`config.mk`:
```
export PLATFORM = sky130hd
export DESIGN_NAME = alu_operand_loader
export DESIGN_NICKNAME = d
export VERILOG_FILES = /design/src/rtl/alu_operand_loader.sv
export SDC_FILE = /design/constraint.sdc
export NUM_CORES = 1
export LEC_CHECK = 0
export BUFFER_PORTS_ARGS = -buffer_cell sky130_fd_sc_hd__buf_2
export CAP_MARGIN = 15
export CORE_AREA = 2 2 78 80
export DETAILED_ROUTE_END_ITERATION = 6
export DIE_AREA = 0 0 80 82
export HOLD_SLACK_MARGIN = 0.1
export PLACE_DENSITY = 0.52
export SETUP_SLACK_MARGIN = 0.4
export SYNTH_ARGS = -nofsm -noshare
export SYNTH_HDL_FRONTEND = slang
export SYNTH_SLANG_ARGS = --single-unit
```
`constraint.sdc`:
```
create_clock -name clk -period 2.8 [get_ports clk]
set_input_delay 0 -clock clk [delete_from_list [all_inputs] [get_ports clk]]
set_output_delay 0 -clock clk [all_outputs]
set_load 0.1 [all_outputs]
```
`src/rtl/alu_operand_loader.sv`:
```
// -----------------------------------------------------------------------------
// alu_operand_loader
//
// Purpose: collects an ALU operation from four slide switches and one push
// button. The button is synchronized and debounced. Each clean press steps an
// FSM that captures operand A, then operand B, then the opcode, and then shows
// the result (SHOW). A final press returns the FSM to WAIT_A.
//
// Configuration macro: ALU_LOADER_VALID_HOLD_EN
//   defined   : valid is high for the whole time the FSM is in SHOW.
//   undefined : valid is a one-cycle pulse in the first cycle of SHOW.
//
// Parameters:
//   DEBOUNCE_CYCLES : consecutive stable cycles needed to accept a new btn level
//   CNT_W           : debounce counter width, 2**CNT_W > DEBOUNCE_CYCLES
//
// Ports:
//   clk   in   system clock, all state updates on posedge
//   rst_n in   asynchronous active-low reset
//   sw    in   [3:0] raw switches, asynchronous to clk
//   btn   in   raw push button, active-high, may bounce
//   a     out  [3:0] registered operand A
//   b     out  [3:0] registered operand B
//   op    out  [2:0] registered opcode
//   valid out  a/b/op form a complete operation
//   stage out  [1:0] FSM state (0 WAIT_A, 1 WAIT_B, 2 WAIT_OP, 3 SHOW)
// -----------------------------------------------------------------------------
module alu_operand_loader #(
    parameter int DEBOUNCE_CYCLES = 1000000,
    parameter int CNT_W           = 20
) (
    input  logic       clk,
    input  logic       rst_n,
    input  logic [3:0] sw,
    input  logic       btn,
    output logic [3:0] a,
    output logic [3:0] b,
    output logic [2:0] op,
    output logic       valid,
    output logic [1:0] stage
);

    typedef enum logic [1:0] {
        WAIT_A  = 2'd0,
        WAIT_B  = 2'd1,
        WAIT_OP = 2'd2,
        SHOW    = 2'd3
    } state_t;

    localparam logic [CNT_W-1:0] CNT_LAST = CNT_W'(DEBOUNCE_CYCLES - 1);

    logic [3:0]       r_sw_s1;
    logic [3:0]       r_sw_s2;
    logic             r_btn_s1;
    logic             r_btn_s2;
    logic             r_db;
    logic             r_db_d;
    logic [CNT_W-1:0] r_cnt;
    state_t           r_state;
    logic [3:0]       r_a;
    logic [3:0]       r_b;
    logic [2:0]       r_op;
    logic             r_valid;
    logic             w_press;

    // Two-flop synchronizers for the asynchronous inputs.
    always_ff @(posedge clk or negedge rst_n) begin
        if (!rst_n) begin
            r_sw_s1  <= 4'd0;
            r_sw_s2  <= 4'd0;
            r_btn_s1 <= 1'b0;
            r_btn_s2 <= 1'b0;
        end else begin
            r_sw_s1  <= sw;
            r_sw_s2  <= r_sw_s1;
            r_btn_s1 <= btn;
            r_btn_s2 <= r_btn_s1;
        end
    end

    // Debouncer: the counter measures how long the synchronized button has
    // disagreed with the accepted level. Any agreement (a bounce back) restarts
    // it, so only DEBOUNCE_CYCLES consecutive disagreeing cycles flip r_db.
    always_ff @(posedge clk or negedge rst_n) begin
        if (!rst_n) begin
            r_db   <= 1'b0;
            r_db_d <= 1'b0;
            r_cnt  <= '0;
        end else begin
            r_db_d <= r_db;
            if (r_btn_s2 == r_db) begin
                r_cnt <= '0;
            end else if (r_cnt == CNT_LAST) begin
                r_db  <= ~r_db;
                r_cnt <= '0;
            end else begin
                r_cnt <= r_cnt + 1'b1;
            end
        end
    end

    // Rising edge of the debounced level only; a held button yields one strobe.
    assign w_press = r_db & ~r_db_d;

    // Operand capture FSM with registered outputs.
    always_ff @(posedge clk or negedge rst_n) begin
        if (!rst_n) begin
            r_state <= WAIT_A;
            r_a     <= 4'd0;
            r_b     <= 4'd0;
            r_op    <= 3'd0;
            r_valid <= 1'b0;
        end else begin
`ifndef ALU_LOADER_VALID_HOLD_EN
            // Pulse mode: valid drops after one cycle unless re-armed below.
            r_valid <= 1'b0;
`endif
            if (w_press) begin
                case (r_state)
                    WAIT_A: begin
                        r_a     <= r_sw_s2;
                        r_valid <= 1'b0;
                        r_state <= WAIT_B;
                    end
                    WAIT_B: begin
                        r_b     <= r_sw_s2;
                        r_state <= WAIT_OP;
                    end
                    WAIT_OP: begin
                        r_op    <= r_sw_s2[2:0];
                        r_valid <= 1'b1;
                        r_state <= SHOW;
                    end
                    SHOW: begin
                        r_valid <= 1'b0;
                        r_state <= WAIT_A;
                    end
                    default: begin
                        r_state <= WAIT_A;
                    end
                endcase
            end
        end
    end

    assign a     = r_a;
    assign b     = r_b;
    assign op    = r_op;
    assign valid = r_valid;
    assign stage = r_state;

endmodule

```
==> results of run 1 <==
## path summary, 6_finish.rpt
kind,depth (start not counted),to,startpoint
setup / recovery,5,r_cnt[4]$_DFF_PN0_,r_cnt[8]$_DFF_PN0_
hold / removal,2,r_sw_s1[3]$_DFF_PN0_,sw[3]
setup reg to reg,5,r_cnt[4]$_DFF_PN0_,r_cnt[8]$_DFF_PN0_
hold reg to reg,0,r_sw_s2[1]$_DFF_PN0_,r_sw_s1[1]$_DFF_PN0_
max in group asynchronous,2,r_cnt[5]$_DFF_PN0_,rst_n
min in group asynchronous,2,r_cnt[19]$_DFF_PN0_,rst_n
## stage by stage
| step | area, um2 | instances | worst slack, ns |
|---|---|---|---|
| 6_report | 2280 | 267 | 0.629 |
| 5_1_grt | 2280 | 267 | 0.530 |
| 4_1_cts | 2280 | 267 | 0.618 |
| 3_5_place_dp | 2110 | 253 | 0.644 |
| 3_3_place_gp | 2110 | 253 | 0.670 |
| 2_1_floorplan | 1940 | 161 | 0.731 |
## per-layer routing
layer	vias to the layer above	share of wire	wire, um
met5	-	0	0
met4	0	0.015	53
li1	617	-	-
met2	32	0.47	1620
met3	7	0.052	180
met1	644	0.46	1600
## sequential cells by signal (all words and copies together) (netlist names)
| signal | count |
|---|---|
| a | 4 |
| r_sw_s2 | 4 |
| r_db_d | 1 |
| r_cnt | 20 |
| valid | 1 |
| r_db | 1 |
| stage | 2 |
| r_sw_s1 | 4 |
| op | 3 |
| r_btn_s1 | 1 |
| b | 4 |
| r_btn_s2 | 1 |
## timing repair
| item | in CTS | in global routing |
|---|---|---|
| hold buffers | 6 | 0 |
| buffers inserted | 0 | 0 |
| endpoints found under the hold margin | 51 | 0 |
## cells by family (layout without fill, tap and decap cells)
family | count (synthesis) | count (layout)
AOI/OAI and AO/OA | 10 | 10
xor gates and xnor gates | 16 | 16
DFF | 46 | 46
buffers and inverters | 10 | 41
muxes | 12 | 12
adders and majority gates | 5 | 5
and+or+nand+nor | 62 | 62
## power by group
group          internal, mW  switching, mW
logic                0.0141         0.0236
clock network         0.267          0.230
registers             0.674        0.00778
total                 0.955          0.261
## critical path: stages (launching register included)
cell     delay, ns
dfrtp_1       0.46
or4b_1        0.52
or4_4         0.54
o31ai_4       0.17
buf_4         0.28
nor2_1        0.08
## final cells by class
class | count | area share
inverters | 6 | 0.00987
multi-input cells | 105 | 0.323
flip-flops and latches | 46 | 0.505
repair buffers | 27 | 0.0735
clock inverters | 2 | 0.0165
clock buffers | 6 | 0.0318
well taps | 75 | 0.0411
## cells in the final DEF (no fill, tap or decap), types with 2 or more instances in the layout
master and instances:
inv_1 6, nor2_1 19, or4b_1 2, xor2_1 3, nand2_1 10, nor3_1 5, or4_1 3, dlygate4sd3_1 6
clkbuf_8 5, ha_1 5, a21oi_1 3, xnor2_1 13, o21ai_0 4, mux2_2 12, dfrtp_1 46, nor4_1 5
nand3_1 8, o31ai_1 2, nand4_1 4, or4_4 2, buf_2 20
==> summary.md, run 1 <==
| Metric | Value |
|---|---|
| DRT antenna net count | `0` |
| DIE WIDTH | `80 um` |
| Die Ht | `82 um` |
| Worst setup EP type | `flop` |
| Num CTS Buffers | `5` |
| WL final | `3450 um` |
| Simple-Gate Fraction of Synth Area | `0.168` |
| Worst Hold Slack | `0.339 ns` |
| CP Class | `reg2reg` |
| Post-synth EDFFs | `0` |
| Synth Area in Compound Gates | `0.0368` |
| Largest cells by area after synthesis | `dfrtp_1, mux2_2, xnor2_1` |
| FF-to-FF setup slack | `0.63 ns` |
| Largest family of logic cells by synthesized area | `simple AND/OR/NAND/NOR gates` |
| Post-DP HPWL | `2360 um` |
| Leakage | `1.03 nW` |
| Power consumption | `1.22 mW` |
| Period utilization | `0.775` |
| Largest net degree at the start of global routing | `47` |
| Cell Rows | `28` |
| IO buf count | `20` |
| Fmax | `461 MHz` |
| Clock transition at the registers of the reported paths | `0.09 ns` |
| Setup Viol. Count Final | `0` |
| Mux share of post-synthesis cell area | `0.0696` |
| Syn-to-layout area delta | `17.5%` |
| Max cap viols | `0` |
| Clock Path Buffers | `2` |
| Clock period minus worst slack | `2.17 ns` |
| Fillcell total | `579` |
| Worst Path Max Fanout | `20` |
| Hold Fails Final Rpt | `0` |
| Post-synthesis area per instance | `12.1 um2` |
| GR peak layer | `met2` |
| Ys Warns | `0` |
| Post-Syn Area | `1940 um2` |
| Final Skew | `0.00821 ns` |
| Register area | `1150 um2` |
| Max-slew violations | `0` |
| Gr usage total | `0.119` |
| Remaining Overflow, GRT | `0` |
| Max VDD drop | `0.172 mV` |
| Synthesized net count | `173` |
| Vias in the first global route | `1286` |
| Post-synthesis xor/xnor area fraction | `0.0722` |
| Root Buffer | `clkbuf_8` |
| Length of the first detailed-routing pass in iterations | `4` |
| Via count | `1300` |
| Synth top area share | `0.593` |
| RSZ-0062 raised after global routing | `false` |
| Worst hold path type | `in2reg` |
| CTS tree | `built` |
| Area of the multi-input gates | `736 um2` |
| Sequential share of the synthesized area | `0.593` |
| Final weighted congestion in routability-driven placement | `0.790` |
| # diodes | `0` |
| Routed vias/inst | `4.87` |
| Most used flip-flop cell after synthesis | `dfrtp_1` |
| Synth Instances | `161` |
| Top cells by count, synth | `dfrtp_1, nor2_1, xnor2_1` |
| Met3 Use GR | `0.0330` |
| Worst-Skew Late Latency | `0.30 ns` |
| Yosys reg bits | `46` |
| Max-slew headroom | `0.339` |
| Worst Path Required | `2.98 ns` |
| Global-route wire length before repair | `5970 um` |
| Ys async rst share | `1.00` |
| Die Footprint | `6560 um2` |
| Post-synthesis adder-cell area fraction | `0.0322` |
| Htree depth | `2` |
| Met2 Usage GRT | `0.191` |
| Yosys cell types | `26` |
| Core ar. | `5750 um2` |
| Most common cell in the netlist | `dfrtp_1` |
| PD cells | `533 nW/um2` |
| IO Pins | `21` |
| # resized after CTS | `0` |
| Final core utilization | `0.397` |
| Drt drc | `0` |
| CTS sink cnt | `46` |
| Met1 usage | `0.154` |
| DR WL/cell | `12.9 um` |
| CP startpoint kind | `flop` |
| Initial antenna violation count | `0` |
| Yosys top cell by area | `dfrtp_1` |
| Status | `complete, no violations` |
| Initial Util | `0.338` |
| Share of layout cells above drive strength 1 | `0.229` |
| Crit path DAT | `2.35 ns` |
| Setup_tns | `0 ns` |
| First DRT Iteration DRCs | `65` |
| Worst-margin pin slew | `0.992 ns` |
| # nets final | `203` |
(Power assumes the default switching activity.)
==> run 2: changes to the inputs <==
- ABC_AREA: not set -> 1
- CORE_AREA: 2 2 78 80 -> 2 2 80 82
- DIE_AREA: 0 0 80 82 -> 0 0 82 84
- PLACE_DENSITY: 0.52 -> 0.53
- clock period: 2.8 -> 1.9 ns (I/O delays scaled with it)
==> run 2 against run 1 <==
Against the previous run:
- critical path depth increased by 1
- register-to-register slack got worse by 0.15 ns
- via count increased by 17%
==> summary.md, run 2 <==
| Metric | Value |
|---|---|
| Core ar. | `6100 um2 (+6.1%)` |
| Register area | `1150 um2 (+0.33%)` |
| Worst hold path type | `in2async` |
| Via count | `1520 (+17%)` |
| Vias in the first global route | `1502 (+17%)` |
| Final weighted congestion in routability-driven placement | `0.853 (+7.9%)` |
| Ys async rst share | `1.00 (unchanged)` |
| CP startpoint kind | `flop` |
| Die Footprint | `6890 um2 (+5.0%)` |
| Yosys reg bits | `46 (unchanged)` |
| Biggest register | `r_cnt` |
| Worst Path Max Fanout | `5 (-75%)` |
| Worst Path Required | `2.09 ns (-0.89 ns)` |
| DIE WIDTH | `82 um (+2.5%)` |
| Worst-Skew Late Latency | `0.30 ns (about the same)` |
| Leading cell types in the layout, fill and taps excluded | `nor2_1, dfrtp_1, nand2_1, buf_2, inv_1` |
| Worst setup EP type | `flop` |
| IO buf count | `20 (unchanged)` |
| Syn-to-layout area delta | `20.8%` |
| Cell Chain, Critical Path | `ha_2 -> nand3_4 -> nor3_4 -> nand2_2 -> nor3_2 -> nor2_1` |
| # nets final | `269 (+33%)` |
| DRT antenna net count | `0 (unchanged)` |
| WL final | `3970 um (+15%)` |
| Synth Instances | `219 (+36%)` |
| Max cap viols | `0 (unchanged)` |
| Initial Util | `0.332 (-0.00545)` |
| Yosys top cell by area | `dfrtp_1` |
| CTS tree | `built` |
| DR WL/cell | `11.9 um (-8.4%)` |
| Yosys cell types | `21 (-19%)` |
| Clock transition at the registers of the reported paths | `0.09 ns (about the same)` |
| Cell Rows | `29 (+3.6%)` |
| Ys Warns | `0 (unchanged)` |
| Sequential share of the synthesized area | `0.568 (-0.0249)` |
| Area of the multi-input gates | `822 um2 (+12%)` |
| Crit path DAT | `1.61 ns (-0.74 ns)` |
| Worst setup margin | `0.478 ns (-0.151 ns)` |
| Clock Path Buffers | `2 (unchanged)` |
| Pre-CTS setup slack | `0.436 ns (-0.208 ns)` |
| Largest net degree at the start of global routing | `26 (-45%)` |
| Remaining Overflow, GRT | `0 (unchanged)` |
| Setup Viol. Count Final | `0 (unchanged)` |
| Most common cell in the netlist | `dfrtp_1` |
| PD cells | `695 nW/um2 (+30%)` |
| Period utilization | `0.749 (-0.0268)` |
| Die Ht | `84 um (+2.4%)` |
| Htree depth | `2 (unchanged)` |
| Gr usage total | `0.134 (+0.0145)` |
| Routed vias/inst | `4.54 (-6.8%)` |
| Setup_tns | `0 ns (unchanged)` |
| Share of layout cells above drive strength 1 | `0.202 (-0.0276)` |
| Post-DP HPWL | `3000 um (+27%)` |
| CP peak stage delay | `0.38 ns (-0.16 ns)` |
| Root Buffer | `clkbuf_8` |
| Most used flip-flop cell after synthesis | `dfrtp_1` |
| First DRT Iteration DRCs | `80 (+23%)` |
| Max VDD drop | `0.332 mV (+93%)` |
| Power consumption | `1.70 mW (+40%)` |
| Global-route wire length before repair | `7000 um (+17%)` |
| Max-slew headroom | `0.678 (+0.339)` |
| Length of the first detailed-routing pass in iterations | `4 (unchanged)` |
| Final core utilization | `0.401 (+0.00448)` |
| Worst-margin pin slew | `0.487 ns (-0.505 ns)` |
| Drt drc | `0 (unchanged)` |
| Non-Filler Instances | `335 (+25%)` |
| Synthesized net count | `231 (+34%)` |
| IO Pins | `21 (unchanged)` |
| CTS sink cnt | `46 (unchanged)` |
| Num CTS Buffers | `5 (unchanged)` |
| Top cells by count, synth | `dfrtp_1, nor2_1, nand2_1` |
| Post-synthesis area per instance | `9.25 um2 (-23%)` |
| Fmax | `703 MHz (+53%)` |
| Status | `complete, no violations` |
| Clock period minus worst slack | `1.42 ns (-0.749 ns)` |
| Post-synth EDFFs | `0 (unchanged)` |
| CP Class | `reg2reg` |
| CP max stage cell | `dfrtp_1` |
| Largest cells by area after synthesis | `dfrtp_1, nor2_1, nand2_1` |
| Max FFs per register | `20 (unchanged)` |
| Fillcell total | `621 (+7.3%)` |
| Initial antenna violation count | `0 (unchanged)` |
| Hold Fails Final Rpt | `0 (unchanged)` |
| Final Skew | `0.00431 ns (-0.00390 ns)` |
| Synth top area share | `0.568 (-0.0249)` |
| # diodes | `0 (unchanged)` |
| Leakage | `1.10 nW (+6.5%)` |
| Placed cell count | `318 (+26%)` |
| Post-Syn Area | `2030 um2 (+4.4%)` |
| Max-slew violations | `0 (unchanged)` |
| RSZ-0062 raised after global routing | `true` |
-- run 2: timing repair --
| action | CTS | global route |
|---|---|---|
| endpoints found under the hold margin | 51 | 0 |
| resized for setup | 0 | 8 |
| setup buffers | 0 | 2 |
| setup endpoints to repair | 0 | 14 |
| hold buffers | 7 | 0 |
-- run 2: layout make-up --
cell class | instances | share of cell area
sequential | 46 | 0.472
multi-input combinational | 153 | 0.336
timing repair buffer | 32 | 0.0849
tap | 77 | 0.0394
clock buffer | 7 | 0.0353
inverter | 19 | 0.0291
clock inverter | 1 | 0.00358
-- run 2: metal layers --
metal | wire [um] | track usage | up-vias
li1 | - | - | 765
met5 | 0 | 0 | -
met1 | 1810 | 0.182 | 720
met3 | 137 | 0.0368 | 7
met4 | 91 | 0.0606 | 0
met2 | 1930 | 0.197 | 28
-- run 2: kinds of logic after synthesis --
group / synth area share
buf+inv: 0.0408
xor+xnor: 0.0519
fa+ha+maj: 0.0309
simple gates: 0.264
compound gates: 0.0445
flops: 0.568
-- run 2: final timing paths --
| path | slack, ns | end | from | cells after the start |
|---|---|---|---|---|
| worst min register to register | 0.35 | r_sw_s2[0]$_DFF_PN0_ | r_sw_s1[0]$_DFF_PN0_ | 0 |
| min in group clk | 0.33 | r_sw_s1[0]$_DFF_PN0_ | sw[0] | 2 |
| max in group asynchronous | 1.12 | r_sw_s1[2]$_DFF_PN0_ | rst_n | 3 |
| worst max register to register | 0.48 | r_cnt[14]$_DFF_PN0_ | r_cnt[1]$_DFF_PN0_ | 6 |
| worst max-delay path | 0.48 | r_cnt[14]$_DFF_PN0_ | r_cnt[1]$_DFF_PN0_ | 6 |
| worst min-delay path | 0.20 | r_cnt[9]$_DFF_PN0_ | rst_n | 3 |
-- run 2: report_power, final --
group	internal, mW	total, mW	switching, mW
Combinational	0.0286	0.0685	0.0399
Sequential	0.994	1.00	0.00839
Clock	0.301	0.631	0.330
-- run 2: metrics by stage --
step | cell area [um2] | hold WS (ns)
after floorplan | 2030 | -0.296
after global placement | 2240 | -0.181
after detailed placement | 2240 | -0.179
after CTS | 2400 | 0.198
after global routing | 2450 | 0.232
final | 2450 | 0.203
-- run 2: worst max-delay path, delay by kind of cell, from the launching register on --
kind	cells	cell delay [ns]
flops	1	0.38
fa+ha+maj	1	0.22
simple gates	5	0.71
==> run 3: changes to the inputs <==
- PLACE_DENSITY: 0.53 -> 0.52
- clock period: 1.9 -> 1.4 ns (I/O delays scaled with it)
==> run 3 against run 2 <==
Against the previous run:
- sequential cell count unchanged
- worst hold slack got worse by 0.025 ns
- final cell count up 6.3%
- register-to-register slack got worse by 0.42 ns
- core utilization increased by 9.4 points
- total power rose by 37%
- non-clock buffer count rose by 21
- setup slack got worse by 0.42 ns
- clock-buffer cell count is 2 lower
- sequential power grew 36%
- die area is the same
- highest routed layer unchanged
==> summary.md, run 3 (synthesis results as in run 2) <==
| Metric | Value |
|---|---|
| Status | `complete, no violations` |
| Clock transition at the registers of the reported paths | `0.09 ns (about the same)` |
| DIE WIDTH | `82 um (unchanged)` |
| IO buf count | `20 (unchanged)` |
| Post-Place Cell Area | `2420 um2 (+8.2%)` |
| Initial Util | `0.332 (unchanged)` |
| CP peak stage delay | `0.40 ns (+0.02 ns)` |
| Max-slew headroom | `0.745 (+0.0670)` |
| CTS tree | `built` |
| Drt drc | `0 (unchanged)` |
| Worst setup EP type | `flop` |
| Finished Cell Area | `3020 um2 (+23%)` |
| Worst Path Required | `1.60 ns (-0.49 ns)` |
| Cell Rows | `29 (unchanged)` |
| Largest net degree at the start of global routing | `31 (+19%)` |
| Worst-Skew Late Latency | `0.31 ns (about the same)` |
| IO Pins | `21 (unchanged)` |
| Power consumption | `2.33 mW (+37%)` |
| Crit path DAT | `1.54 ns (-0.07 ns)` |
| Worst-margin pin slew | `0.383 ns (-0.104 ns)` |
| Gr usage total | `0.143 (+0.00936)` |
| Die Ht | `84 um (unchanged)` |
| Htree depth | `2 (unchanged)` |
| Core ar. | `6100 um2 (unchanged)` |
| DRT antenna net count | `0 (unchanged)` |
| Leakage | `1.28 nW (+16%)` |
| Vias in the first global route | `1625 (+8.2%)` |
| Global-route wire length before repair | `7540 um (+7.7%)` |
| Crit. Startpoint | `r_cnt[0]$_DFF_PN0_` |
| Clock period minus worst slack | `1.34 ns (-0.0840 ns)` |
| Fmax | `747 MHz (+6.3%)` |
| Post-DP HPWL | `3080 um (+2.7%)` |
| Biggest register | `r_cnt` |
| Length of the first detailed-routing pass in iterations | `4 (unchanged)` |
| Via count | `1624 (+6.8%)` |
| Die Footprint | `6890 um2 (unchanged)` |
| Max FFs per register | `20 (unchanged)` |
| Share of layout cells above drive strength 1 | `0.452 (+0.250)` |
| Root Buffer | `clkbuf_8` |
| Setup Viol. Count Final | `0 (unchanged)` |
| CP max stage cell | `dfrtp_1` |
| Worst Path Buf+Inv | `0 (unchanged)` |
| Max VDD drop | `0.420 mV (+26%)` |
| # nets final | `290 (+7.8%)` |
| Cell Chain, Critical Path | `ha_4 -> nand3_4 -> nor3_4 -> nand2_2 -> xor2_1 -> nor2_1` |
| DR WL/cell | `12.4 um (+4.4%)` |
| Worst setup margin | `0.0616 ns (-0.416 ns)` |
| Final Skew | `0.00888 ns (+0.00457 ns)` |
| Leading cell types in the layout, fill and taps excluded | `dfrtp_1, nor2_1, buf_4, nand2_1` |
| Remaining Overflow, GRT | `0 (unchanged)` |
| Placed cell count | `323 (+1.6%)` |
| Final weighted congestion in routability-driven placement | `0.832 (-2.5%)` |
| Max-slew violations | `0 (unchanged)` |
| Period utilization | `0.956 (+0.207)` |
| RSZ-0062 raised after global routing | `true` |
| Num CTS Buffers | `5 (unchanged)` |
| # diodes | `0 (unchanged)` |
| Initial antenna violation count | `0 (unchanged)` |
| WL final | `4400 um (+11%)` |
| CTS sink cnt | `46 (unchanged)` |
| Worst Path Max Fanout | `5 (unchanged)` |
| Routed vias/inst | `4.56 (+0.54%)` |
| Setup_tns | `0 ns (unchanged)` |
| Hold Fails Final Rpt | `0 (unchanged)` |
| CP Class | `reg2reg` |
| Worst Hold Slack | `0.177 ns (-0.0255 ns)` |
| Max cap viols | `0 (unchanged)` |
| Pre-CTS setup slack | `0.00490 ns (-0.431 ns)` |
| CP startpoint kind | `flop` |
| R2R Path Start | `r_cnt[0]$_DFF_PN0_` |
| First DRT Iteration DRCs | `94 (+18%)` |
| Top Family by Delay on Critical Path | `simple AND/OR/NAND/NOR gates` |
| Syn-to-layout area delta | `49.1%` |
| PD cells | `771 nW/um2 (+11%)` |
| Clock Path Buffers | `2 (unchanged)` |
| Non-Filler Instances | `356 (+6.3%)` |
| Final core utilization | `0.495 (+0.0940)` |
| Worst hold path type | `in2async` |
| Most common cell after layout, fill and taps aside | `dfrtp_1` |
[run 3: report_power, final]
part,total [mW],internal [mW],switching (mW)
Combinational,0.114,0.0514,0.0628
Sequential,1.36,1.35,0.0134
Clock,0.852,0.361,0.491
[run 3: tightest hold or removal path, delay by kind of cell]
kind	cells	cell delay [ns]
buffers and inverters	3	0.86
[run 3: final timing paths]
| kind | to | slack [ns] | cells past startpoint |
|---|---|---|---|
| setup / recovery | r_cnt[12]$_DFF_PN0_ | 0.06 | 6 |
| hold / removal | r_cnt[17]$_DFF_PN0_ | 0.18 | 3 |
| setup reg to reg | r_cnt[12]$_DFF_PN0_ | 0.06 | 6 |
| hold reg to reg | r_sw_s2[1]$_DFF_PN0_ | 0.35 | 0 |
| max in group asynchronous | r_cnt[3]$_DFF_PN0_ | 0.85 | 3 |
| min in group clk | r_sw_s1[2]$_DFF_PN0_ | 0.33 | 2 |
[run 3: metal layers]
| layer | part of all wire | wire length, um | up-vias | global-route usage |
|---|---|---|---|---|
| met2 | 0.49 | 2170 | 27 | 0.223 |
| met4 | 0.024 | 106 | 0 | 0.0667 |
| met3 | 0.029 | 129 | 8 | 0.0346 |
| li1 | - | - | 813 | - |
| met5 | 0 | 0 | - | 0 |
| met1 | 0.45 | 2000 | 776 | 0.185 |
[run 3: final cells by class]
cell class / count / area (um2)
tap: 77 / 96.3
sequential: 46 / 1160
inverter: 19 / 81.3
multi-input combinational: 153 / 1090
clock inverter: 3 / 25.0
fill: 565 / 3080
timing repair buffer: 53 / 499
clock buffer: 5 / 68.8
[run 3: timing repair]
action                                  CTS  global route
endpoints found under the setup margin   49            47
buffers inserted                         14             5
hold buffers                              6             0
resized for setup                        51            34
endpoints found under the hold margin    51             0
pin swaps                                17            16
